==> src/rtl/vram_arbiter.sv <==
// Video RAM arbiter: shares one single-port 8-bit VRAM between the 8088 bus and the CGA fetch engine.
// Optional posted CPU write buffer enabled by defining VRAM_ARB_WPOST_EN.
module vram_arbiter #(
    parameter int RD_LAT      = 1,
    parameter int MAX_VID_RUN = 4,
    parameter int AW          = 15
) (
    input  logic          clk,
    input  logic          reset,
    input  logic          cpu_req,
    input  logic          cpu_we,
    input  logic [AW-1:0] cpu_addr,
    input  logic [7:0]    cpu_din,
    output logic [7:0]    cpu_dout,
    output logic          cpu_ack,
    output logic          cpu_ready,
    input  logic          vid_req,
    input  logic [AW-1:0] vid_addr,
    output logic          vid_gnt,
    output logic [7:0]    vid_dout,
    output logic          vid_valid,
    output logic          mem_en,
    output logic          mem_we,
    output logic [AW-1:0] mem_addr,
    output logic [7:0]    mem_din,
    input  logic [7:0]    mem_dout
);

    // state  | meaning
    // C_IDLE | no CPU access outstanding, CPU may compete for the slot
    // C_BUSY | CPU access issued, waiting for its completion
    // C_DONE | cpu_ack cycle; cpu_req ignored so a held request is not reissued
    typedef enum logic [1:0] {
        C_IDLE = 2'd0,
        C_BUSY = 2'd1,
        C_DONE = 2'd2
    } cpu_state_t;

    localparam logic [3:0] MAX_RUN = 4'(MAX_VID_RUN);

    cpu_state_t      cpu_state;
    logic [3:0]      run_cnt;
    logic [RD_LAT:0] tag_vld;
    logic [RD_LAT:0] tag_cpu;
    logic [RD_LAT:0] tag_rd;

    logic            cpu_elig;
    logic            cpu_gnt;
    logic            slot_we;
    logic [AW-1:0]   slot_addr;
    logic [7:0]      slot_din;
    logic            rd_done;
    logic            wr_done;
    logic            vid_done;

`ifdef VRAM_ARB_WPOST_EN
    logic            wb_valid;
    logic [AW-1:0]   wb_addr;
    logic [7:0]      wb_data;
    logic            wb_capture;
`endif

    always_comb begin
        cpu_elig  = 1'b0;
        slot_we   = 1'b0;
        slot_addr = cpu_addr;
        slot_din  = cpu_din;
`ifdef VRAM_ARB_WPOST_EN
        // A full buffer drains ahead of any read so read-after-write order holds
        wb_capture = (cpu_state == C_IDLE) && cpu_req && cpu_we && !wb_valid;
        cpu_elig   = wb_valid || ((cpu_state == C_IDLE) && cpu_req && !cpu_we);
        slot_we    = wb_valid;
        slot_addr  = wb_valid ? wb_addr : cpu_addr;
        slot_din   = wb_data;
`else
        cpu_elig   = (cpu_state == C_IDLE) && cpu_req;
        slot_we    = cpu_we;
`endif
        vid_gnt  = vid_req && !(cpu_elig && (run_cnt == MAX_RUN));
        cpu_gnt  = cpu_elig && !vid_gnt;
        rd_done  = tag_vld[RD_LAT] && tag_cpu[RD_LAT] && tag_rd[RD_LAT];
        vid_done = tag_vld[RD_LAT] && !tag_cpu[RD_LAT];
`ifdef VRAM_ARB_WPOST_EN
        wr_done  = wb_capture;
`else
        wr_done  = tag_vld[0] && tag_cpu[0] && !tag_rd[0];
`endif
    end

    assign cpu_ready = ~(cpu_req & ~cpu_ack);

    always_ff @(posedge clk or posedge reset) begin
        if (reset) begin
            cpu_state <= C_IDLE;
            run_cnt   <= '0;
            tag_vld   <= '0;
            tag_cpu   <= '0;
            tag_rd    <= '0;
            mem_en    <= 1'b0;
            mem_we    <= 1'b0;
            mem_addr  <= '0;
            mem_din   <= '0;
            cpu_dout  <= '0;
            cpu_ack   <= 1'b0;
            vid_dout  <= '0;
            vid_valid <= 1'b0;
`ifdef VRAM_ARB_WPOST_EN
            wb_valid  <= 1'b0;
            wb_addr   <= '0;
            wb_data   <= '0;
`endif
        end else begin
            if (!cpu_elig || cpu_gnt) begin
                run_cnt <= '0;
            end else if (vid_gnt && (run_cnt != MAX_RUN)) begin
                run_cnt <= run_cnt + 4'd1;
            end

            tag_vld <= {tag_vld[RD_LAT-1:0], vid_gnt | cpu_gnt};
            tag_cpu <= {tag_cpu[RD_LAT-1:0], cpu_gnt};
            tag_rd  <= {tag_rd[RD_LAT-1:0], vid_gnt | (cpu_gnt & ~slot_we)};

            if (vid_gnt || cpu_gnt) begin
                mem_en   <= 1'b1;
                mem_we   <= cpu_gnt & slot_we;
                mem_addr <= vid_gnt ? vid_addr : slot_addr;
                if (cpu_gnt) begin
                    mem_din <= slot_din;
                end
            end else begin
                mem_en <= 1'b0;
                mem_we <= 1'b0;
            end

            vid_valid <= vid_done;
            if (vid_done) begin
                vid_dout <= mem_dout;
            end
            cpu_ack <= rd_done | wr_done;
            if (rd_done) begin
                cpu_dout <= mem_dout;
            end

`ifdef VRAM_ARB_WPOST_EN
            if (wb_capture) begin
                wb_valid <= 1'b1;
                wb_addr  <= cpu_addr;
                wb_data  <= cpu_din;
            end else if (cpu_gnt && wb_valid) begin
                wb_valid <= 1'b0;
            end
`endif

            case (cpu_state)
                C_IDLE: begin
`ifdef VRAM_ARB_WPOST_EN
                    if (wb_capture) begin
                        cpu_state <= C_DONE;
                    end else if (cpu_gnt && !wb_valid) begin
                        cpu_state <= C_BUSY;
                    end
`else
                    if (cpu_gnt) begin
                        cpu_state <= C_BUSY;
                    end
`endif
                end
                C_BUSY: begin
                    if (rd_done || wr_done) begin
                        cpu_state <= C_DONE;
                    end
                end
                C_DONE:  cpu_state <= C_IDLE;
                default: cpu_state <= C_IDLE;
            endcase
        end
    end

endmodule
==> config.mk <==
export PLATFORM = sky130hd
export DESIGN_NAME = vram_arbiter
export DESIGN_NICKNAME = d
export VERILOG_FILES = /design/src/rtl/vram_arbiter.sv
export SDC_FILE = /design/constraint.sdc
export NUM_CORES = 1
export LEC_CHECK = 0
export BUFFER_PORTS_ARGS = -buffer_cell sky130_fd_sc_hd__buf_2
export CAP_MARGIN = 40
export CORE_MARGIN = 2
export CORE_UTILIZATION = 45
export DETAILED_ROUTE_END_ITERATION = 8
export PLACE_DENSITY = 0.78
export SLEW_MARGIN = 40
export SYNTH_ARGS = -nofsm -noshare
export SYNTH_HDL_FRONTEND = slang
export SYNTH_SLANG_ARGS = --single-unit
==> constraint.sdc <==
create_clock -name clk -period 2.79 [get_ports clk]
set_clock_uncertainty 0.15 [all_clocks]
set_input_delay 0.6975 -clock clk [delete_from_list [all_inputs] [get_ports clk]]
set_output_delay 0.6975 -clock clk [all_outputs]
set_load 0.01 [all_outputs]
==> results of run 1 <==
==> flip-flops by register name, summed over array words and instances, names as in the netlist <==
| signal | count |
|---|---|
| mem_addr | 15 |
| cpu_dout | 8 |
| mem_din | 8 |
| vid_dout | 8 |
| run_cnt | 4 |
| cpu_state | 2 |
| tag_cpu | 2 |
| tag_rd | 2 |
| tag_vld | 2 |
| cpu_ack | 1 |
| mem_we | 1 |
| vid_valid | 1 |
==> cell type report <==
| type | instances | area [um^2] |
|---|---|---|
| Tap cell | 70 | 87.58 |
| Clock buffer | 5 | 68.82 |
| Multi-Input combinational cell | 94 | 844.6 |
| Timing Repair Buffer | 101 | 533.0 |
| Sequential cell | 54 | 1351 |
| Clock inverter | 3 | 28.78 |
| Inverter | 20 | 75.07 |
| Fill cell | 403 | 2053 |
==> synthesized netlist by cell type, drive strengths merged, types with 2 or more instances <==
cell type	number
mux2i	15
dfrtp	54
nor3	15
ha	2
a221oi	15
o21bai	2
inv	20
nand3	2
nor2	4
mux2	24
or3b	2
nand2	2
clkbuf	3
nor2b	2
buf	7
==> final timing paths <==
| check | depth (start not counted) | slack (ns) | from | endpoint |
|---|---|---|---|---|
| worst max-delay path | 4 | 0.41 | cpu_req | vid_gnt |
| worst min-delay path | 2 | 0.17 | reset | vid_valid |
| worst max register to register | 5 | 0.74 | cpu_state[0] | mem_din[1] |
| worst min register to register | 0 | 0.24 | tag_rd[0] | tag_rd[1] |
| max in group asynchronous | 3 | 1.81 | reset | mem_addr[14] |
| min in group clk | 0 | 0.24 | tag_rd[0] | tag_rd[1] |
==> layout by cell type (no fill, tap or decap), types with 2 or more instances in the layout <==
| cell type | n |
|---|---|
| a221oi_1 | 7 |
| a221oi_2 | 8 |
| buf_2 | 95 |
| buf_4 | 5 |
| clkbuf_8 | 5 |
| clkinv_4 | 2 |
| dfrtp_1 | 54 |
| ha_1 | 2 |
| inv_1 | 19 |
| mux2_2 | 24 |
| mux2i_1 | 15 |
| nand2_1 | 2 |
| nand3_1 | 2 |
| nor2_1 | 4 |
| nor3_1 | 15 |
| o21bai_1 | 2 |
==> cell families (layout without fill, tap and decap cells) <==
| logic type | after synthesis | after routing | share of synthesized area, % |
|---|---|---|---|
| compound gates | 20 | 20 | 9.179 |
| xor+xnor | 2 | 2 | 0.7516 |
| fa+ha+maj | 2 | 2 | 1.073 |
| buf+inv | 30 | 129 | 5.904 |
| flops | 54 | 54 | 57.97 |
| mux | 39 | 39 | 18.04 |
| simple gates | 31 | 31 | 7.086 |
==> power breakdown <==
part	switching (mW)	internal, mW
sequential	0.0987	0.998
combinational	0.370	0.389
clock	0.269	0.186
total	0.738	1.57
==> metal layers <==
metal  global-route usage, %  up-vias
li1                        -      823
met1                   20.93      810
met2                   28.13       59
met3                   4.976        7
met4                   4.909        0
met5                       0        -
==> critical path: cells and delay by family <==
kind | cells | cell delay (ns)
buffers and inverters | 2 | 0.24
and+or+nand+nor | 1 | 0.38
AOI/OAI and AO/OA | 1 | 0.22
==> reports/qor.yml, run 1 <==
route:
  routedWlPerCell_um: 13.14
  top_layer: "met4"
  first_pass_iters: 3
  wl_met2_um: 2155
  num_vias: 1699
  drt-initial-drc-count: 29
  drt-met1-wl_um: 2026
  route.met3.wl_um: 324
  drt_wl_total_um: 4558
  drc: 0
  ant_nets: 0
  vias_per_cell: 4.896
power_and_ir_drop:
  total_leakage_power_nw: 1.517
  peakVddDrop_mv: 0.4644
  powerDensity_nw_per_um2: 773.1
  p_total_mw: 2.311
setup_path:
  cp_common_cell: "buf_2"
  critPathLaunchType: "input pin"
  cp_cell_sequence: "buf_2 > or3b_1 > o21a_1 > buf_2"
  crit_fanout: 2
  arrival_ns: 1.53
  endpoint_kind: "output pin"
  slowest_stage: "or3b_1"
  worstSetupPathType: "in -> out"
  critPathRequiredTime_ns: 1.94
  cpPeakStageDelay_ns: 0.38
layout:
  post-route-cell-area_um2: 2989
  utilization_pct: 59.28
  finalNonFillerCells: 347
  fin_nets: 329
  n_antenna_cell: 0
  drive_above_1_share_pct: 51.99
  area_delta_synth_final_pct: 28.23
logic_synthesis:
  synth_top_area_share_pct: 57.97
  synth_edf_count: 0
  yosys.area.top_type: "dfrtp_1"
  async_flop_share_pct: 100.0
  synth-warning-count: 0
  syn-num-nets: 231
  synthFlopType: "dfrtp_1"
  synth_cells: 178
  synth_area_um2: 2331
  yosys-top-cells-area: "dfrtp_1, mux2_2, mux2i_1"
  ys_ff_latch: 54
  synth_area_per_cell_um2: 13.10
  yosysSeqAreaShare_pct: 57.97
  synth_cell_types: 28
flow_run:
  max-cap-violations: 0
global_routing:
  grt_start_max_net_pins: 42
  grt_use_total_pct: 16.68
  antenna_found_initial: 0
  grt_pass1_vias: 1711
  grt_pass1_wl_um: 7824
  grt_overflow: 0
floorplan:
  start_util_pct: 46.23
  die_h_um: 75.97
  core-area_um2: 5042
  rows: 26
  io_pins: 96
  dieArea_um2: 5771
  die_width_um: 75.97
sta:
  layout_setup_ws_ns: 0.4127
  grt_setup_unrepaired: "false"
  fin_crit_ns: 2.377
  worst_slew_pin_slew_ns: 0.4630
  slew_headroom_pct: 69.00
  post-route-period-util_pct: 85.21
  tns_ns: 0
  setup_viol: 0
  max_freq_mhz: 420.6
  hold_ws_ns: 0.1738
  slew_violations: 0
  final_hold_viol_count: 0
run_status:
  status: "completed"
clock_network:
  tritoncts: "yes"
  clkTransAtPathRegs_ns: 0.10
  cts-root-buf: "clkbuf_8"
  htreeDepth: 2
  clock-sinks: 54
  cts_hold_buf: 0
  cts-buffers-inserted: 5
  clock_latency_ns: 0.31
  clockBufferDepth: 2
  cts_setup_buffers: 0
  post_cts_resized: 0
worst_hold_path:
  hold_class: "in -> async"
placement:
  dp.cells: 339
  dpl-instance-area_um2: 2889
  dpl.hpwl_um: 3238
  placement.io_buffers: 95
  gp_congestion: 0.7358
  place_ws_ns: 0.3348
No activity file was read; power rests on OpenSTA's default activity.
==> inputs of run 2 (changes only) <==
--- a/config.mk
+++ b/config.mk
@@ -5,12 +5,13 @@
 export SDC_FILE = /design/constraint.sdc
 export NUM_CORES = 1
 export LEC_CHECK = 0
+export ABC_AREA = 1
 export BUFFER_PORTS_ARGS = -buffer_cell sky130_fd_sc_hd__buf_2
 export CAP_MARGIN = 40
 export CORE_MARGIN = 2
 export CORE_UTILIZATION = 45
 export DETAILED_ROUTE_END_ITERATION = 8
-export PLACE_DENSITY = 0.78
+export PLACE_DENSITY = 0.88
 export SLEW_MARGIN = 40
 export SYNTH_ARGS = -nofsm -noshare
 export SYNTH_HDL_FRONTEND = slang
==> reports/qor.yml, run 2 <==
route:
  wl_met2_um: 2355
  vias_per_cell: 4.803
  num_vias: 1974
  drt_wl_total_um: 4893
  first_pass_iters: 4
  drc: 0
  routedWlPerCell_um: 11.91
  drt-met1-wl_um: 2114
  ant_nets: 0
  drt-initial-drc-count: 89
  route.met3.wl_um: 378
  top_layer: "met4"
clock_network:
  post_cts_resized: 0
  clock-sinks: 54
  cts_setup_buffers: 0
  clock_latency_ns: 0.30
  cts-buffers-inserted: 5
  htreeDepth: 2
  cts-root-buf: "clkbuf_8"
  clkTransAtPathRegs_ns: 0.09
  cts_hold_buf: 0
  clockBufferDepth: 2
  tritoncts: "yes"
setup_path:
  crit_end: "vid_gnt"
  critPathRequiredTime_ns: 1.94
  arrival_ns: 1.61
  r2r-end: "mem_din[2]"
  worstSetupPathType: "reg -> out"
  endpoint_kind: "output pin"
  worstRegToRegCells: 7
  reg2reg_from: "run_cnt[0]"
  r2r_setup_slack_ns: 1.09
  crit_fanout: 17
  crit_start: "run_cnt[0]"
  critPathLaunchType: "register"
logic_synthesis:
  synth_edf_count: 0
  async_flop_share_pct: 100.0
  yosysSeqAreaShare_pct: 58.98
  synth_top_area_share_pct: 58.98
  syn-num-nets: 300
  synth_cells: 247
  synth-warning-count: 0
  synth_area_um2: 2291
  synthTopCellsByCount: "nand2_1, dfrtp_1, nand3_1"
  synthMostInstantiatedCell: "nand2_1"
  synth_area_per_cell_um2: 9.275
  synthFlopType: "dfrtp_1"
  yosys-top-cells-area: "dfrtp_1, nand2_1, nand3_1"
  synth_cell_types: 21
  ys_ff_latch: 54
  yosys.area.top_type: "dfrtp_1"
sta:
  setup_viol: 0
  fin_crit_ns: 2.462
  slew_headroom_pct: 57.40
  slew_violations: 0
  grt_setup_unrepaired: "false"
  worst_slew_pin_slew_ns: 0.6391
  max_freq_mhz: 406.1
  layout_setup_ws_ns: 0.3275
  final_hold_viol_count: 0
  tns_ns: 0
  post-route-period-util_pct: 88.26
floorplan:
  dieArea_um2: 5678
  die_width_um: 75.35
  die_h_um: 75.35
  rows: 25
  io_pins: 96
  core-area_um2: 4817
  start_util_pct: 47.56
global_routing:
  grt_pass1_wl_um: 7465
  grt_use_total_pct: 17.17
  grt_start_max_net_pins: 55
  grt_pass1_vias: 1747
  antenna_found_initial: 0
  grt_overflow: 0
layout:
  area_delta_synth_final_pct: 28.13
  n_antenna_cell: 0
  layout_commonest_cell: "buf_2"
  largest_register_ffs: 15
  fin_nets: 396
  top_register: "mem_addr"
  final_cell_mix: "buf_2, nand2_1, dfrtp_1"
  drive_above_1_share_pct: 33.14
power_and_ir_drop:
  p_total_mw: 1.518
  powerDensity_nw_per_um2: 517.2
  peakVddDrop_mv: 0.2191
  total_leakage_power_nw: 1.597
flow_run:
  max-cap-violations: 0
placement:
  place_ws_ns: 0.4558
  gp_congestion: 0.7744
  dpl.hpwl_um: 3550
  placement.io_buffers: 95
worst_hold_path:
  hold_class: "reg -> reg"
run_status:
  status: "completed"
==> run 2: changes by cell type in the layout (fill, tap and decap cells not counted), moves of 7 or more <==
cell,previous run,this run
nand2_1,2,75
nand3_1,2,34
mux2_2,24,0
o21ai_0,1,18
a21boi_0,0,15
mux2i_1,15,0
nor3_1,15,0
a221oi_2,8,0
a221oi_1,7,0
==> run 2: through the flow <==
step	util, %	hold slack [ns]	instances	cell area, um^2
detailed placement	58.65	0.2031	403	2825
finish	60.94	0.2285	411	2935
global route	60.94	0.2325	411	2935
floorplan	-	0.1954	247	2291
CTS	60.94	0.2305	411	2935
global placement	58.65	0.1994	403	2825
==> run 2: kinds of logic after synthesis <==
group | synth area share, %
simple gates | 23.70
flops | 58.98
compound gates | 9.776
buf+inv | 5.680
xor+xnor | 0.7647
fa+ha+maj | 1.092
==> run 2: area by class of cell <==
class	instances	area, um^2
sequential	54	1351
clock buffer	6	72.57
multi-input combinational	162	809.5
tap	67	83.83
inverter	22	82.58
timing repair buffer	98	498.0
fill	441	1882
clock inverter	2	37.54
==> run 2: power breakdown <==
part | leakage, nW | switching, mW | internal, mW
logic | 0.899 | 0.0991 | 0.0782
clock network | 0.0514 | 0.235 | 0.268
registers | 0.646 | 0.0196 | 0.819
total | 1.60 | 0.353 | 1.16
==> run 2: how the worst min path moves through the flow <==
stage,start,cells after the start,endpoint
2_1_floorplan,tag_rd[0],0,tag_rd[1]
3_3_place_gp,tag_rd[0],0,tag_rd[1]
3_5_place_dp,tag_rd[0],0,tag_rd[1]
4_1_cts,tag_rd[0],0,tag_rd[1]
5_1_grt,tag_rd[0],0,tag_rd[1]
6_report,tag_rd[0],0,tag_rd[1]
==> run 2: layer usage <==
layer | global-route usage [%] | up-vias
met4 | 6.043 | 0
met1 | 20.77 | 892
met3 | 3.968 | 7
met5 | 0 | -
li1 | - | 979
met2 | 30.14 | 96
==> run 2: critical path, stage by stage, from the launching register on <==
cell and delay (ns):
dfrtp_1 0.42, inv_1 0.07, ha_1 0.16, nand2_1 0.05, nor2_1 0.16, nand2_4 0.08
nand2_4 0.17, inv_1 0.05, buf_2 0.13
==> inputs of run 3 (changes only) <==
==> constraint.sdc (replaced) <==
create_clock -name clk -period 2.39 [get_ports clk]
set_clock_uncertainty 0.15 [all_clocks]
set_input_delay 0.5975 -clock clk [delete_from_list [all_inputs] [get_ports clk]]
set_output_delay 0.5975 -clock clk [all_outputs]
set_load 0.01 [all_outputs]
==> reports/qor.yml, run 3 (synthesis gave the netlist of run 2 again) <==
setup_path:
  worstSetupPathType: "reg -> out"
  endpoint_kind: "output pin"
  r2r-end: "mem_din[1]"
  reg2reg_from: "cpu_state[0]"
  r2r_setup_slack_ns: 0.69
  critPathTopFamily: "flip-flops"
  arrival_ns: 1.47
  critPathLaunchType: "register"
  crit_fanout: 4
  cpPeakStageDelay_ns: 0.42
  worstRegToRegCells: 6
  crit_buf_inv: 3
  cp_cell_sequence: "inv_1 > ha_1 > nand2_1 > nor2_2 > nand2_4 > nand2_4 > inv_1 > buf_2"
  slowest_stage: "dfrtp_1"
  critPathRequiredTime_ns: 1.64
layout:
  post-route-cell-area_um2: 3005
  area_delta_synth_final_pct: 31.19
  utilization_pct: 62.39
  layout_commonest_cell: "buf_2"
  seqCellArea_um2: 1351
  top_register: "mem_addr"
  n_antenna_cell: 0
  fin_nets: 399
  final_cell_mix: "buf_2, nand2_1, dfrtp_1"
  largest_register_ffs: 15
  nFillCells: 413
  multi_input_area_um2: 812.0
  drive_above_1_share_pct: 34.29
clock_network:
  htreeDepth: 2
  clock_latency_ns: 0.30
  clockBufferDepth: 2
  cts_hold_buf: 0
  cts-buffers-inserted: 5
  cts-root-buf: "clkbuf_8"
  tritoncts: "yes"
  clkTransAtPathRegs_ns: 0.09
  clock-sinks: 54
floorplan:
  core-area_um2: 4817
  io_pins: 96
  die_width_um: 75.35
  start_util_pct: 47.56
  dieArea_um2: 5678
  die_h_um: 75.35
  rows: 25
route:
  num_vias: 1990
  first_pass_iters: 4
  drt_wl_total_um: 5158
  drt-initial-drc-count: 59
  ant_nets: 0
  vias_per_cell: 4.807
  drc: 0
  routedWlPerCell_um: 12.46
global_routing:
  antenna_found_initial: 0
  grt_pass1_wl_um: 8100
  grt_overflow: 0
  grt_pass1_vias: 1881
  grt_start_max_net_pins: 30
  grt_use_total_pct: 18.80
placement:
  dpl.hpwl_um: 3747
  place_ws_ns: 0.2606
  dpl-instance-area_um2: 2838
  placement.io_buffers: 95
  gp_congestion: 0.7792
power_and_ir_drop:
  peakVddDrop_mv: 0.3141
  p_total_mw: 1.925
  total_leakage_power_nw: 1.634
  powerDensity_nw_per_um2: 640.5
sta:
  slew_violations: 0
  setup_viol: 0
  grt_setup_unrepaired: "false"
  final_hold_viol_count: 0
  worst_slew_pin_slew_ns: 0.5852
  fin_crit_ns: 2.215
  layout_setup_ws_ns: 0.1748
  post-route-period-util_pct: 92.69
  tns_ns: 0
  slew_headroom_pct: 60.87
  max_freq_mhz: 451.4
run_status:
  status: "completed"
worst_hold_path:
  hold_class: "in -> async"
flow_run:
  max-cap-violations: 0
==> run 3: area by class of cell <==
type	instances	share of cell area (%)
sequential	54	44.96
clock buffer	6	2.748
inverter	22	2.748
multi-input combinational	162	27.02
tap	67	2.789
clock inverter	2	1.998
timing repair buffer	101	17.74
==> run 3: worst max-delay path by stage <==
stage               startpoint      end  cells past startpoint
floorplan                reset  cpu_ack                      1
global placement       cpu_req  vid_gnt                      7
detailed placement     cpu_req  vid_gnt                      7
CTS                 run_cnt[0]  vid_gnt                      8
global route        run_cnt[0]  vid_gnt                      8
finish              run_cnt[0]  vid_gnt                      8
==> run 3: metrics by stage <==
stage	instances	hold slack (ns)
floorplan	247	0.1954
global placement	403	0.1996
detailed placement	403	0.2114
CTS	411	0.1888
global route	414	0.2342
finish	414	0.1830
==> run 3: per-layer routing <==
layer	part of all wire [%]	vias up	global-route usage, %
li1	-	984	-
met1	43	923	22.92
met2	49	79	33.33
met3	6.9	4	3.836
met4	1.1	0	6.238
met5	0	-	0
==> run 3: power by group <==
group,leakage [nW],switching [mW],internal [mW],total (mW)
Sequential,0.646,0.0225,0.956,0.978
Clock,0.0714,0.286,0.446,0.733
Combinational,0.917,0.119,0.0947,0.214
Total,1.63,0.428,1.50,1.92
==> run 3: what timing repair did <==
action | in CTS | in global routing
setup buffers | 0 | 3
gates resized for setup | 0 | 1
setup endpoints to repair | 0 | 1
